<file path="src/rtl/vga_draw_pkg.sv">
// ---------------------------------------------------------------------------
// vga_draw_pkg
// Shared definitions for the cell-painter slice: command op encodings, the
// painter FSM state type and the default playfield geometry.
// ---------------------------------------------------------------------------
package vga_draw_pkg;

    localparam logic OP_PAINT = 1'b0;
    localparam logic OP_CLEAR = 1'b1;

    typedef enum logic [1:0] {
        IDLE = 2'd0,
        DRAW = 2'd1,
        FIN  = 2'd2
    } state_e;

    localparam int DEF_CELL_W    = 16;
    localparam int DEF_CELL_H    = 16;
    localparam int DEF_GRID_COLS = 10;
    localparam int DEF_GRID_ROWS = 20;
    localparam int DEF_ORIGIN_X  = 240;
    localparam int DEF_ORIGIN_Y  = 80;

endpackage

</file>
<file path="src/rtl/vga_rect_scanner.sv">
// ---------------------------------------------------------------------------
// vga_rect_scanner
// Walks a width x height rectangle one pixel per cycle in row-major order.
// The first pixel is presented combinationally in the same cycle as start_i,
// so the caller can register it on the start edge itself.
//
// Ports:
//   clk_i, rst_i        clock, asynchronous active-high reset
//   start_i             begin a scan (base and size sampled this cycle)
//   base_x_i, base_y_i  rectangle top-left
//   width_i, height_i   rectangle size in pixels (both >= 1)
//   dx_o, dy_o          offset of the current pixel inside the rectangle
//   px_o, py_o          absolute coordinate of the current pixel
//   valid_o             a pixel is presented this cycle
//   last_o              the presented pixel is the final one
// ---------------------------------------------------------------------------
module vga_rect_scanner #(
    parameter int X_W = 10,
    parameter int Y_W = 9
) (
    input  logic           clk_i,
    input  logic           rst_i,
    input  logic           start_i,
    input  logic [X_W-1:0] base_x_i,
    input  logic [Y_W-1:0] base_y_i,
    input  logic [X_W-1:0] width_i,
    input  logic [Y_W-1:0] height_i,
    output logic [X_W-1:0] dx_o,
    output logic [Y_W-1:0] dy_o,
    output logic [X_W-1:0] px_o,
    output logic [Y_W-1:0] py_o,
    output logic           valid_o,
    output logic           last_o
);

    logic           active_q;
    logic [X_W-1:0] dx_q, bx_q, w_q;
    logic [Y_W-1:0] dy_q, by_q, h_q;

    logic [X_W-1:0] cur_dx, cur_bx, cur_w;
    logic [Y_W-1:0] cur_dy, cur_by, cur_h;
    logic           cur_valid, end_of_row, cur_last;

    // start_i overrides the stored geometry so pixel 0 is available immediately
    always_comb begin
        cur_dx    = '0;
        cur_dy    = '0;
        cur_bx    = bx_q;
        cur_by    = by_q;
        cur_w     = w_q;
        cur_h     = h_q;
        cur_valid = 1'b0;
        if (start_i) begin
            cur_bx    = base_x_i;
            cur_by    = base_y_i;
            cur_w     = width_i;
            cur_h     = height_i;
            cur_valid = 1'b1;
        end else if (active_q) begin
            cur_dx    = dx_q;
            cur_dy    = dy_q;
            cur_valid = 1'b1;
        end
        end_of_row = (cur_dx == cur_w - X_W'(1));
        cur_last   = cur_valid && end_of_row && (cur_dy == cur_h - Y_W'(1));
    end

    always_ff @(posedge clk_i or posedge rst_i) begin
        if (rst_i) begin
            active_q <= 1'b0;
            dx_q     <= '0;
            dy_q     <= '0;
            bx_q     <= '0;
            by_q     <= '0;
            w_q      <= '0;
            h_q      <= '0;
        end else if (cur_valid) begin
            active_q <= !cur_last;
            bx_q     <= cur_bx;
            by_q     <= cur_by;
            w_q      <= cur_w;
            h_q      <= cur_h;
            if (end_of_row) begin
                dx_q <= '0;
                dy_q <= cur_dy + Y_W'(1);
            end else begin
                dx_q <= cur_dx + X_W'(1);
                dy_q <= cur_dy;
            end
        end
    end

    assign dx_o    = cur_dx;
    assign dy_o    = cur_dy;
    assign px_o    = cur_bx + cur_dx;
    assign py_o    = cur_by + cur_dy;
    assign valid_o = cur_valid;
    assign last_o  = cur_last;

endmodule

</file>
<file path="src/rtl/vga_cell_painter.sv">
// ---------------------------------------------------------------------------
// vga_cell_painter
// Pixel-write engine feeding vga_adapter. Accepts one command at a time:
// paint a single grid cell (op 0) or clear the whole playfield (op 1), and
// emits one registered pixel write per cycle until the rectangle is done.
//
// Ports:
//   CLOCK_50, reset          clock, asynchronous active-high reset
//   req_valid / req_ready    command handshake (ready only when idle)
//   req_op, req_col, req_row command and target cell
//   req_color                fill colour
//   x, y, color, write       registered pixel interface to the adapter
//   done                     one-cycle completion pulse
//   err                      with done: command rejected (cell out of range)
//
// Build option: define VGA_CELL_BORDER_EN to outline painted cells with
// BORDER_COLOR; otherwise every pixel uses the requested colour.
// ---------------------------------------------------------------------------
module vga_cell_painter
    import vga_draw_pkg::*;
#(
    parameter int                     X_W          = 10,
    parameter int                     Y_W          = 9,
    parameter int                     COLOR_DEPTH  = 9,
    parameter int                     CELL_W       = DEF_CELL_W,
    parameter int                     CELL_H       = DEF_CELL_H,
    parameter int                     GRID_COLS    = DEF_GRID_COLS,
    parameter int                     GRID_ROWS    = DEF_GRID_ROWS,
    parameter int                     ORIGIN_X     = DEF_ORIGIN_X,
    parameter int                     ORIGIN_Y     = DEF_ORIGIN_Y,
    parameter logic [COLOR_DEPTH-1:0] BORDER_COLOR = '0
) (
    input  logic                          CLOCK_50,
    input  logic                          reset,
    input  logic                          req_valid,
    output logic                          req_ready,
    input  logic                          req_op,
    input  logic [$clog2(GRID_COLS)-1:0]  req_col,
    input  logic [$clog2(GRID_ROWS)-1:0]  req_row,
    input  logic [COLOR_DEPTH-1:0]        req_color,
    output logic [X_W-1:0]                x,
    output logic [Y_W-1:0]                y,
    output logic [COLOR_DEPTH-1:0]        color,
    output logic                          write,
    output logic                          done,
    output logic                          err
);

    localparam int                C_W      = $clog2(GRID_COLS);
    localparam int                R_W      = $clog2(GRID_ROWS);
    localparam logic [C_W:0]      COLS_LIM = (C_W+1)'(GRID_COLS);
    localparam logic [R_W:0]      ROWS_LIM = (R_W+1)'(GRID_ROWS);

    state_e                 state_q, state_d;
    logic                   op_q, err_q;
    logic [COLOR_DEPTH-1:0] cmd_color_q;
    logic [X_W-1:0]         x_q;
    logic [Y_W-1:0]         y_q;
    logic [COLOR_DEPTH-1:0] pix_color_q, pix_color;
    logic                   write_q, last_q;

    logic                   accept, out_of_range, start;
    logic [X_W-1:0]         base_x, size_w;
    logic [Y_W-1:0]         base_y, size_h;
    logic [COLOR_DEPTH-1:0] sel_color;

    logic [X_W-1:0]         scan_dx, scan_px;
    logic [Y_W-1:0]         scan_dy, scan_py;
    logic                   scan_valid, scan_last;

    assign accept       = req_valid && (state_q == IDLE);
    assign out_of_range = (req_op == OP_PAINT) &&
                          (({1'b0, req_col} >= COLS_LIM) || ({1'b0, req_row} >= ROWS_LIM));
    assign start        = accept && !out_of_range;

    always_comb begin
        base_x = X_W'(ORIGIN_X);
        base_y = Y_W'(ORIGIN_Y);
        size_w = X_W'(GRID_COLS * CELL_W);
        size_h = Y_W'(GRID_ROWS * CELL_H);
        if (req_op == OP_PAINT) begin
            base_x = X_W'(ORIGIN_X + CELL_W * int'(req_col));
            base_y = Y_W'(ORIGIN_Y + CELL_H * int'(req_row));
            size_w = X_W'(CELL_W);
            size_h = Y_W'(CELL_H);
        end
    end

    vga_rect_scanner #(
        .X_W (X_W),
        .Y_W (Y_W)
    ) u_scan (
        .clk_i    (CLOCK_50),
        .rst_i    (reset),
        .start_i  (start),
        .base_x_i (base_x),
        .base_y_i (base_y),
        .width_i  (size_w),
        .height_i (size_h),
        .dx_o     (scan_dx),
        .dy_o     (scan_dy),
        .px_o     (scan_px),
        .py_o     (scan_py),
        .valid_o  (scan_valid),
        .last_o   (scan_last)
    );

    // Pixel 0 is produced on the accept cycle, before the command is latched,
    // so colour/op come straight from the request on that cycle.
    assign sel_color = accept ? req_color : cmd_color_q;

`ifdef VGA_CELL_BORDER_EN
    logic sel_op;
    assign sel_op = accept ? req_op : op_q;

    always_comb begin
        pix_color = sel_color;
        if (sel_op == OP_PAINT &&
            (scan_dx == '0 || scan_dx == X_W'(CELL_W - 1) ||
             scan_dy == '0 || scan_dy == Y_W'(CELL_H - 1))) begin
            pix_color = BORDER_COLOR;
        end
    end
`else
    logic unused_border;
    assign unused_border = ^{BORDER_COLOR, scan_dx, scan_dy, op_q};
    assign pix_color     = sel_color;
`endif

    // A rejected command still spends one DRAW cycle, so done/err land two
    // cycles after acceptance, same as a zero-length rectangle would.
    always_comb begin
        state_d = state_q;
        case (state_q)
            IDLE:    if (accept) state_d = DRAW;
            DRAW:    if (err_q || (write_q && last_q)) state_d = FIN;
            FIN:     state_d = IDLE;
            default: state_d = IDLE;
        endcase
    end

    always_ff @(posedge CLOCK_50 or posedge reset) begin
        if (reset) begin
            state_q     <= IDLE;
            op_q        <= OP_PAINT;
            err_q       <= 1'b0;
            cmd_color_q <= '0;
            x_q         <= '0;
            y_q         <= '0;
            pix_color_q <= '0;
            write_q     <= 1'b0;
            last_q      <= 1'b0;
        end else begin
            state_q <= state_d;
            if (accept) begin
                op_q        <= req_op;
                err_q       <= out_of_range;
                cmd_color_q <= req_color;
            end
            write_q <= scan_valid;
            last_q  <= scan_valid && scan_last;
            if (scan_valid) begin
                x_q         <= scan_px;
                y_q         <= scan_py;
                pix_color_q <= pix_color;
            end
        end
    end

    assign req_ready = (state_q == IDLE);
    assign x         = x_q;
    assign y         = y_q;
    assign color     = pix_color_q;
    assign write     = write_q;
    assign done      = (state_q == FIN);
    assign err       = (state_q == FIN) && err_q;

endmodule

</file>
<file path="config.mk">
export PLATFORM = sky130hd
export DESIGN_NAME = vga_cell_painter
export DESIGN_NICKNAME = d
export VERILOG_FILES = /design/src/rtl/vga_draw_pkg.sv /design/src/rtl/vga_rect_scanner.sv /design/src/rtl/vga_cell_painter.sv
export SDC_FILE = /design/constraint.sdc
export NUM_CORES = 1
export LEC_CHECK = 0
export CORE_MARGIN = 2
export CORE_UTILIZATION = 45
export CTS_CLUSTER_SIZE = 28
export DETAILED_ROUTE_END_ITERATION = 16
export PLACE_DENSITY = 0.75
export SLEW_MARGIN = 30
export SYNTH_ARGS = -nofsm -noshare
export SYNTH_HDL_FRONTEND = slang
export SYNTH_SLANG_ARGS = --single-unit
</file>
<file path="constraint.sdc">
create_clock -name CLOCK_50 -period 11 [get_ports CLOCK_50]
set_clock_uncertainty 0.1 [all_clocks]
set_input_delay 1.65 -clock CLOCK_50 [delete_from_list [all_inputs] [get_ports CLOCK_50]]
set_output_delay 1.65 -clock CLOCK_50 [all_outputs]
set_load 0.01 [all_outputs]
</file>
-- Word-level counts from Yosys, hierarchy flattened
Index checks and enable logic that the tools add are counted.
- muxes and demuxes: 20
- reduce and logical (&&, ||, !) cells: 14
- add/sub/neg operators: 8
- equality and inequality tests: 6
- magnitude comparators: 2
- bitwise operators: 1
- operators with widths (cell ; count):
    $mux W9 ; 9
    $mux W10 ; 5
    $add A10 B1 Y10 const B ; 1
    $add A10 B10 Y10 ; 1
    $eq A10 B10 Y1 ; 1
    $sub A10 B1 Y10 const B ; 1
    $add A7 B9 Y9 const A ; 1
    $add A8 B8 Y9 const A ; 1
    $add A9 B1 Y9 const B ; 1
    $add A9 B9 Y9 ; 1
    $eq A9 B9 Y1 ; 1
    $sub A9 B1 Y9 const B ; 1
    $logic_and A1 B1 Y1 ; 8
    $mux W8 ; 1
    $ge A5 B5 Y1 const B ; 1
    $ge A4 B4 Y1 const B ; 1
    $mux W2 ; 2
    $pmux W2 S2 ; 1
    $eq A2 B1 Y1 const B ; 1
    $eq A2 B2 Y1 const B ; 1
    $logic_not A1 Y1 ; 2
    $logic_not A2 Y1 ; 1
    $logic_or A1 B1 Y1 ; 2
    $mux W1 ; 2
    4 further kinds ; 4
- output and inout port bits: 32
- logic and storage cells: 66
- bits in registers: 100

-- Longest topological paths before layout
Gate-level depths: netlist of the first run.
- depth after elaboration: 11
- mapped depth: 18
- gate-level depth less buffers: 16

-- Modules after synthesis
Synthesis of the first run repeated with hierarchy kept, for this count alone.
- cells, all modules: 587
- area total of the unflattened synthesis: 6318.6 um^2
- by module, submodules not included (module ; sequential area each (um^2) ; cells an instance ; instances ; area each (um^2)):
    vga_rect_scanner ; 1451.4 ; 460 ; 1 ; 4486.8
    vga_cell_painter ; 1051.0 ; 127 ; 1 ; 1831.8

-- Worst setup path after synthesis of the first run
Ideal clock, no wire load.
- path kind: input to register
- from: input req_op
- to: register u_scan.dy_q[3]
- arrival time: 5.212 ns
- stages on the path: 15
- data required time: 10.822 ns
- setup time: 0.078 ns
- setup slack: 5.610 ns
- cells stage by stage: clkbuf_1 -> nand2b_1 -> o221ai_1 -> clkbuf_1 -> clkbuf_1 -> nand2_1 -> ha_1 -> and3b_1 -> o2111a_1 -> a21oi_1 -> or4_4 -> a211oi_4 -> nand3_2 -> or3_1 -> a21oi_1
- cells in the longest elaborated chain, start to end: 8
- elaborated cells on any way between the ends: 13
- classes of those cells: add/sub: 2; eq/ne: 1; mux: 6; bitwise: 1; reduce/logical: 3
- ends and longest elaborated chain (item ; RTL line ; text):
    start, declared ; vga_cell_painter.sv:37 ; input logic req_op,
    $not A1 Y1 ; - ;
    $logic_and A1 B1 Y1 ; vga_cell_painter.sv:72 ; assign out_of_range = (req_op == OP_PAINT) &&
    $logic_not A1 Y1 ; vga_cell_painter.sv:74 ; assign start = accept && !out_of_range;
    $logic_and A1 B1 Y1 ; vga_cell_painter.sv:74 ;
    $mux W10 ; vga_rect_scanner.sv:53 ; if (start_i) begin
    $sub A10 B1 Y10 ; vga_rect_scanner.sv:64 ; end_of_row = (cur_dx == cur_w - X_W'(1));
    $eq A10 B10 Y1 ; vga_rect_scanner.sv:64 ;
    $mux W9 ; vga_rect_scanner.sv:83 ; if (end_of_row) begin
    end signal, assigned ; vga_rect_scanner.sv:85 ; dy_q <= cur_dy + Y_W'(1);
    end signal, assigned ; vga_rect_scanner.sv:88 ; dy_q <= cur_dy;
    end, declared ; vga_rect_scanner.sv:38 ; logic [Y_W-1:0] dy_q, by_q, h_q;
Parallel ways exist; a longest one is shown, timed or not.
A chain may end at the register's enable or synchronous reset.

-- Final worst setup path of the first run
- from: input req_valid
- to: register u_scan.dy_q[3]
- cells in the longest elaborated chain, start to end: 6
- elaborated cells on any way between the ends: 10
- classes of those cells: add/sub: 2; eq/ne: 1; mux: 5; reduce/logical: 2
- ends and longest elaborated chain (item ; RTL line ; text):
    start, declared ; vga_cell_painter.sv:35 ; input logic req_valid,
    $logic_and A1 B1 Y1 (*) ; vga_cell_painter.sv:71 ; assign accept = req_valid && (state_q == IDLE);
    $logic_and A1 B1 Y1 (*) ; vga_cell_painter.sv:74 ;
    $mux W10 ; vga_rect_scanner.sv:53 ;
    $sub A10 B1 Y10 ; vga_rect_scanner.sv:64 ;
    $eq A10 B10 Y1 ; vga_rect_scanner.sv:64 ;
    $mux W9 ; vga_rect_scanner.sv:83 ;
Every way passes the cells marked *; elsewhere a longest branch is shown, timed or not.

==> results of run 1 <==
cells in the final DEF (no fill, tap or decap), types with 5 or more instances in the layout:
cell type        count
a21o_1               7
a21oi_1             47
a22o_1               8
and2_1              26
and3_1              15
buf_4                6
clkbuf_16            9
clkdlybuf4s50_1     53
dfrtp_1            100
ha_1                25
inv_1               29
mux2_2              18
nand2_1             68
nand3_1             19
nor2_1              46
nor3_1              16
o21ai_0             33
o21bai_1             5
xnor2_1             29
xor2_1              12
logic make-up (layout without fill, tap and decap cells):
kind of cell | after synthesis | after routing | share of synthesized area (%)
and+or+nand+nor | 231 | 231 | 20.7
AOI/OAI and AO/OA | 144 | 144 | 16.2
DFF | 100 | 100 | 42.6
buffers and inverters | 58 | 106 | 3.77
xor gates and xnor gates | 42 | 42 | 6.52
adders and majority gates | 27 | 27 | 6.01
muxes | 22 | 22 | 4.13
Yosys cell counts, types with 4 or more instances:
cell,instances
clkbuf_1,22
a22o_1,8
nor2_1,46
mux2_2,18
a21o_1,7
a21oi_1,47
nor3_1,16
xor2_1,12
o21ai_1,4
inv_1,30
nand2_1,68
nand3_1,19
o21ai_0,33
and2_1,26
xnor2_1,29
mux2i_1,4
dfrtp_1,100
ha_1,25
a21boi_0,4
and3_1,15
nand2b_1,4
o21bai_1,5
a31oi_1,4
how the worst max path moves through the flow:
| stage | slack [ns] | start | end | cells after the start |
|---|---|---|---|---|
| finish | 5.01 | req_valid | u_scan.dy_q[3]$_DFFE_PP0P_ | 14 |
| global route | 4.65 | req_valid | u_scan.dy_q[3]$_DFFE_PP0P_ | 14 |
| CTS | 5.02 | req_valid | u_scan.dy_q[3]$_DFFE_PP0P_ | 14 |
| detailed placement | 4.66 | req_valid | u_scan.dy_q[3]$_DFFE_PP0P_ | 14 |
| global placement | 4.82 | req_valid | u_scan.dy_q[3]$_DFFE_PP0P_ | 14 |
| floorplan | 5.61 | req_op | u_scan.dy_q[3]$_DFFE_PP0P_ | 15 |
report_power, final:
part | total (W) | internal (W) | switching, W | leakage (nW)
clock network | 0.000313 | 0.000160 | 0.000153 | 0.144
registers | 0.000535 | 0.000465 | 0.0000697 | 1.26
logic | 0.000528 | 0.000253 | 0.000275 | 1.67
total | 0.00138 | 0.000878 | 0.000498 | 3.08
layout make-up:
class / count / area [µm²] / area share (%)
Clock buffer: 9 / 225 / 3.28
Clock inverter: 7 / 66.3 / 0.965
Inverter: 31 / 119 / 1.73
Multi-Input combinational cell: 466 / 3170 / 46.1
Sequential cell: 100 / 2500 / 36.4
Tap cell: 172 / 215 / 3.13
Timing Repair Buffer: 59 / 576 / 8.38
per-layer routing:
metal	vias up	track usage [%]
met2	131	32.0
met1	2344	28.3
met5	-	0
li1	2286	-
met3	21	3.72
met4	0	7.68
state kept, by name, summed over array words and instances, names as in the netlist:
register / cells
u_scan.dy_q: 9
last_q: 1
cmd_color_q: 9
state_q: 2
y: 9
u_scan.dx_q: 10
u_scan.w_q: 10
write: 1
err_q: 1
u_scan.h_q: 9
u_scan.by_q: 9
x: 10
color: 9
u_scan.active_q: 1
u_scan.bx_q: 10
per-stage QoR:
step	instances	hold WS (ns)	setup WS, ns
floorplan	624	0.344	5.61
global placement	828	0.360	4.82
detailed placement	828	0.359	4.66
CTS	844	0.382	5.02
global route	844	0.412	4.65
finish	844	0.380	5.01
==> impl_metrics.toml, run 1 <==
[worst_setup_path]
reg2reg_to = "u_scan.dy_q[3]$_DFFE_PP0P_"
critPathArrivalTime_ns = 6.15
worstSetupStartpointType = "primary input"
r2r_start = "state_q[1]$_DFFE_PP0P_"
critical-path-top-delay-family = "simple AND/OR/NAND/NOR gates"
worstPathMaxFanout = 73
cp_slowest_cell = "nor3b_4"
cp_common_cell = "a21oi_1"
cp_num_buf_inv = 2
reg2reg_slack_ns = 6.33
endpoint_kind = "flop"
reg2reg_depth = 13
crit_type = "in2reg"
cp_cell_sequence = "clkdlybuf4s50_1 -> nor3b_4 -> o221ai_4 -> buf_4 -> nand2_1 -> ha_1 -> a21boi_0 -> o2111a_1 -> a21oi_1 -> or4_4 -> a211oi_4 -> nand3_2 -> or3_1 -> a21oi_1"
critical-path-max-stage-delay_ns = 0.67
cp.required_ns = 11.16

[synth]
synth_top_area_share_pct = 42.6
synth_area_leader_cell = "dfrtp_1"
ys_warn_count = 0
synth_nets = 673
avgSynthCellArea_um2 = 9.41
netlist-cell-type-count = 73
syn_inst = 624
synthArstFlopShare_pct = 100
ys.flop_type = "dfrtp_1"
ys_top_cells_by_area = "dfrtp_1, ha_1, nand2_1"
synth-seq-area-share_pct = 42.6
syn_area_mm2 = 0.00587
synth_edf_count = 0
synth_seq_cells = 100

[place]
hpwlAfterDp_mm = 9.63
gp_congestion = 0.867
port_buffers = 53
dpl_cell_area_mm2 = 0.00658

[sta]
slew_violations = 0
max_freq_mhz = 167
rsz0062_at_grt = "no"
tightest_slew_ns = 0.769
hold_viol_final = 0
fin_crit_sh_pct = 54.5
setup_viol = 0
relSlewSlack_pct = 48.7
period_minus_slack_ns = 5.99
setup_tns_ns = 0

[final_layout]
fillCellCount = 1112
drive_above_1_share_pct = 8.63
utilization_pct = 54.2
design_area_mm2 = 0.00687
final_nets = 716
layout-area-overhead-vs-synth_pct = 17.0
antenna_cells = 0

[clock_network]
post_cts_resized = 0
cts_max_level = 3
root_buffer = "clkbuf_16"
post_cts_buffers = 0
cts_made_buffers = 9
clk_pin_slew_ns = 0.07
hold_buffers = 0
tritoncts = "built"
insertion_delay_ns = 0.35
clockBufferDepth = 2
cts_sinks = 100

[floorplan]
rows = 41
die_area_mm2 = 0.0140
die_x_um = 118
fp.dieH_um = 118
ios = 54
start_util_pct = 46.3
core_mm2 = 0.0127

[min_path]
min_path_type = "reg2reg"
holdPathStages = 1
holdPathEnd = "u_scan.by_q[3]$_DFFE_PP0P_"
holdCritStartpoint = "u_scan.by_q[3]$_DFFE_PP0P_"

[routing]
wl_met3_um = 581
remaining_drc_errors = 0
firstDrtPassIters = 5
met1_length_mm = 6.41
vias = 4782
avgViaCountPerCell = 5.67
drt-initial-drc-count = 389
wire_per_inst_um = 16.3
wl_mm = 13.7
drtAntennaViolNets = 0
highest_layer = "met4"
routed-wl-met2_mm = 6.43

[global_routing]
track_usage_pct = 20.5
grt_max_degree = 74
antenna_found_initial = 0
grt_pass1_wl_mm = 23.4
overflow = 0
grt_pass1_vias = 4693

[pwr]
total_power_w = 0.00138
leakage_nw = 3.08
power_density_mw_per_mm2 = 200
ir_drop_v = 0.000129

[job]
maxCapViolations = 0

[status]
outcome = "completed"
No activity file was read; power rests on OpenSTA's default activity.
==> run 2, diff against run 1 <==
PLACE_DENSITY = 0.77   (was 0.75)
clock period = 5.31 ns   (was 11 ns; I/O delays follow)
==> impl_metrics.toml, run 2 (synthesis results as in run 1) <==
[global_routing]
antenna_found_initial = 0
overflow = 0
track_usage_pct = 21.1
grt_pass1_vias = 4944
grt_pass1_wl_mm = 24.1
grt_max_degree = 57

[pwr]
internal_power_w = 0.00184
comb_power_share_pct = 39.0
power_frac_clock_pct = 22.6
leakage_nw = 3.12
ir_drop_v = 0.000263
power_density_mw_per_mm2 = 417
switching_share_pct = 36.5
total_power_w = 0.00290
p_sw_w = 0.00106
seqPwrFrac_pct = 38.4

[place]
dpl_cell_area_mm2 = 0.00666
hpwlAfterDp_mm = 10.2
dp_slack_ns = 0.311
gp_congestion = 0.926
port_buffers = 53

[routing]
remaining_drc_errors = 0
drtAntennaViolNets = 0
avgViaCountPerCell = 5.70
wire_per_inst_um = 16.9
vias = 4854
firstDrtPassIters = 5
drt-initial-drc-count = 399
wl_mm = 14.4

[status]
outcome = "completed"

[floorplan]
die_area_mm2 = 0.0140
start_util_pct = 46.3
fp.dieH_um = 118
rows = 41
die_x_um = 118
ios = 54
core_mm2 = 0.0127

[final_layout]
design_area_mm2 = 0.00695
drive_above_1_share_pct = 9.57
layout_commonest_cell = "dfrtp_1"
final_nets = 723
antenna_cells = 0
layout-area-overhead-vs-synth_pct = 18.3
final_cell_mix = "dfrtp_1, nand2_1, clkdlybuf4s50_1, a21oi_1, nor2_1"

[clock_network]
post_cts_resized = 0
cts_sinks = 100
insertion_delay_ns = 0.36
hold_buffers = 0
cts_made_buffers = 9
clockBufferDepth = 2
post_cts_buffers = 0
clk_pin_slew_ns = 0.07
cts_max_level = 3
tritoncts = "built"
root_buffer = "clkbuf_16"

[sta]
hold_viol_final = 0
fin_crit_sh_pct = 89.5
setup_tns_ns = 0
rsz0062_at_grt = "no"
tightest_slew_ns = 0.700
whs_ns = 0.374
period_minus_slack_ns = 4.75
setup_viol = 0
max_freq_mhz = 210
finalWorstSetupSlack_ns = 0.557
slew_violations = 0
relSlewSlack_pct = 53.4

[min_path]
holdPathEnd = "x[0]$_DFFE_PP0P_"
holdCritStartpoint = "x[0]$_DFFE_PP0P_"
min_path_type = "reg2reg"
holdPathStages = 2

[job]
maxCapViolations = 0

[worst_setup_path]
endpoint_kind = "flop"
reg2reg_to = "y[8]$_DFFE_PP0P_"
critPathArrivalTime_ns = 4.90
worstPathMaxFanout = 35
reg2reg_slack_ns = 1.40
crit_type = "in2reg"
worstSetupStartpointType = "primary input"
r2r_start = "state_q[1]$_DFFE_PP0P_"
cp.required_ns = 5.45
reg2reg_depth = 13
## run 2: cell count changes in the layout (fill, tap and decap cells not counted)
cell / previous run / this run
buf_12: 0 / 2
clkinvlp_4: 0 / 1
inv_6: 2 / 3
buf_4: 6 / 11
clkinv_4: 3 / 1
## run 2: worst max-delay path, stage by stage
cell and delay, ns:
clkdlybuf4s50_1 0.53, inv_1 0.10, ha_1 0.24, nor3_1 0.35, o221ai_4 0.30, buf_12 0.25
and2_1 0.17, ha_1 0.33, nor2b_1 0.14, o21ai_0 0.21, a21boi_0 0.15, o21ai_0 0.27
a21oi_1 0.15, or3b_2 0.48, and3b_1 0.20, a211o_1 0.22
## run 2: how the worst max path moves through the flow
| stage | cells after the start | end | slack (ns) | start |
|---|---|---|---|---|
| floorplan | 15 | u_scan.dy_q[3]$_DFFE_PP0P_ | 0.77 | req_op |
| global placement | 17 | x[8]$_DFFE_PP0P_ | 0.50 | req_col[0] |
| detailed placement | 15 | u_scan.dy_q[6]$_DFFE_PP0P_ | 0.31 | req_col[0] |
| CTS | 16 | y[8]$_DFFE_PP0P_ | 0.62 | req_col[0] |
| global route | 15 | u_scan.dy_q[3]$_DFFE_PP0P_ | 0.31 | req_col[0] |
| finish | 16 | y[8]$_DFFE_PP0P_ | 0.56 | req_col[0] |
## run 2: per-layer routing
| layer | share of wire [%] | GRT usage [%] | wire, µm |
|---|---|---|---|
| met1 | 45 | 28.3 | 6470 |
| met2 | 47 | 33.9 | 6840 |
| met3 | 5.1 | 3.38 | 738 |
| met4 | 2.4 | 9.26 | 349 |
| met5 | 0 | 0 | 0 |
## run 2: cell type report
cell class              count  area, µm²
clock inverters             7       65.1
well taps                 172        215
clock buffers               9        225
fillers                  1131       5730
flip-flops and latches    100       2500
repair buffers             66        653
inverters                  31        119
multi-input cells         466       3170
## run 2: power by group through the flow
stage	registers [W]	clock network [W]	logic (W)
6_report	0.00111	0.000655	0.00113
3_3_place_gp	0.00111	0	0.00108
5_1_grt	0.00113	0.000690	0.00124
4_1_cts	0.00111	0.000666	0.00113
3_5_place_dp	0.00112	0	0.00112
2_1_floorplan	0.00112	0	0.000693
## run 2: through the flow
stage / utilization, % / instances
2_1_floorplan: - / 624
3_3_place_gp: 52.5 / 835
3_5_place_dp: 52.5 / 835
4_1_cts: 54.8 / 851
5_1_grt: 54.8 / 851
6_report: 54.8 / 851
==> run 3, diff against run 2 <==
CORE_ASPECT_RATIO = 0.9   (was not set)
CTS_BUF_LIST = sky130_fd_sc_hd__clkbuf_4 sky130_fd_sc_hd__clkbuf_8   (was not set)
==> impl_metrics.toml, run 3 (synthesis results as in run 1) <==
[status]
outcome = "completed"

[routing]
wl_mm = 13.6
firstDrtPassIters = 5
avgViaCountPerCell = 5.60
vias = 4718
wire_per_inst_um = 16.1
remaining_drc_errors = 0
drt-initial-drc-count = 439
drtAntennaViolNets = 0

[floorplan]
start_util_pct = 46.1
die_area_mm2 = 0.0140
ios = 54
rows = 39
die_x_um = 124
core_mm2 = 0.0127
fp.dieH_um = 112

[final_layout]
drive_above_1_share_pct = 9.44
final_cell_mix = "dfrtp_1, nand2_1, clkdlybuf4s50_1, a21oi_1, nor2_1"
layout_commonest_cell = "dfrtp_1"
final_nets = 722
layout-area-overhead-vs-synth_pct = 16.6
antenna_cells = 0

[global_routing]
track_usage_pct = 20.2
overflow = 0
grt_pass1_vias = 4670
antenna_found_initial = 0
grt_pass1_wl_mm = 23.0
grt_max_degree = 70

[clock_network]
post_cts_buffers = 0
insertion_delay_ns = 0.39
tritoncts = "built"
cts_sinks = 100
cts_max_level = 3
root_buffer = "clkbuf_8"
post_cts_resized = 0
hold_buffers = 0
clockBufferDepth = 2
cts_made_buffers = 9
clk_pin_slew_ns = 0.10

[worst_setup_path]
worstSetupStartpointType = "primary input"
worstPathMaxFanout = 60
endpoint_kind = "flop"
crit_type = "in2reg"
cp.required_ns = 5.49
critPathArrivalTime_ns = 4.81

[place]
port_buffers = 53
hpwlAfterDp_mm = 9.72
gp_congestion = 0.842

[sta]
relSlewSlack_pct = 58.2
period_minus_slack_ns = 4.63
hold_viol_final = 0
setup_tns_ns = 0
rsz0062_at_grt = "no"
fin_crit_sh_pct = 87.2
max_freq_mhz = 216
slew_violations = 0
setup_viol = 0
tightest_slew_ns = 0.626

[job]
maxCapViolations = 0

[pwr]
leakage_nw = 3.08
total_power_w = 0.00277
power_density_mw_per_mm2 = 404
ir_drop_v = 0.000252

[min_path]
min_path_type = "reg2reg"
-- run 3: cell count changes in the layout (fill, tap and decap cells not counted), sizes merged --
cell    before  now
bufinv       0    2
inv         35   32
buf         13   12
clkinv       2    3
-- run 3: cell type report --
cell class,instances,area [µm²]
clock buffer,9,124
clock inverter,7,97.6
fill,1101,5890
inverter,31,121
multi-input combinational,466,3170
sequential,100,2500
tap,164,205
timing repair buffer,65,633
-- run 3: metal layers --
layer / part of all wire (%) / track usage (%) / vias to the layer above
met5: 0 / 0 / -
met4: 2.3 / 6.59 / 0
met3: 6.0 / 5.53 / 27
met2: 46 / 31.7 / 141
met1: 45 / 27.4 / 2260
li1: - / - / 2290
-- run 3: final timing paths --
check                                            from                         end  slack [ns]  cells past startpoint
min in group asynchronous                       reset        color[2]$_DFFE_PP0P_        0.76                      2
min reg2reg                u_scan.bx_q[0]$_DFFE_PP0P_  u_scan.bx_q[0]$_DFFE_PP0P_        0.38                      1
min                        u_scan.bx_q[0]$_DFFE_PP0P_  u_scan.bx_q[0]$_DFFE_PP0P_        0.38                      1
max in group asynchronous                       reset  u_scan.by_q[2]$_DFFE_PP0P_        3.47                      3
max reg2reg                    state_q[1]$_DFFE_PP0P_            y[8]$_DFFE_PP0P_        1.44                     15
max                                        req_col[0]            y[8]$_DFFE_PP0P_        0.68                     18
-- run 3: stage by stage --
stage	cell area (µm²)	utilization [%]	std cells	hold WS (ns)	setup WS (ns)
2_1_floorplan	5870	-	624	0.344	0.773
3_3_place_gp	6630	52.0	826	0.358	0.488
3_5_place_dp	6630	52.0	826	0.363	0.333
4_1_cts	6850	53.8	842	0.393	0.732
5_1_grt	6850	53.8	842	0.415	0.346
6_report	6850	53.8	842	0.384	0.680
-- run 3: where the power goes --
part           internal (W)  switching [W]  total, W
registers          0.000962       0.000142   0.00110
logic              0.000540       0.000563   0.00110
clock network      0.000269       0.000290  0.000558
total               0.00177       0.000995   0.00277
-- run 3: worst max-delay path, cell delays in order --
cell,delay (ns)
clkdlybuf4s50_1,0.52
inv_1,0.08
ha_1,0.21
nor3_1,0.36
o221ai_4,0.22
buf_12,0.22
and3_1,0.24
ha_1,0.20
inv_1,0.07
fa_1,0.20
nor2b_1,0.05
o21ai_0,0.20
a21boi_0,0.15
o21ai_0,0.24
a21oi_1,0.12
or3b_2,0.47
and3b_1,0.19
a211o_1,0.22
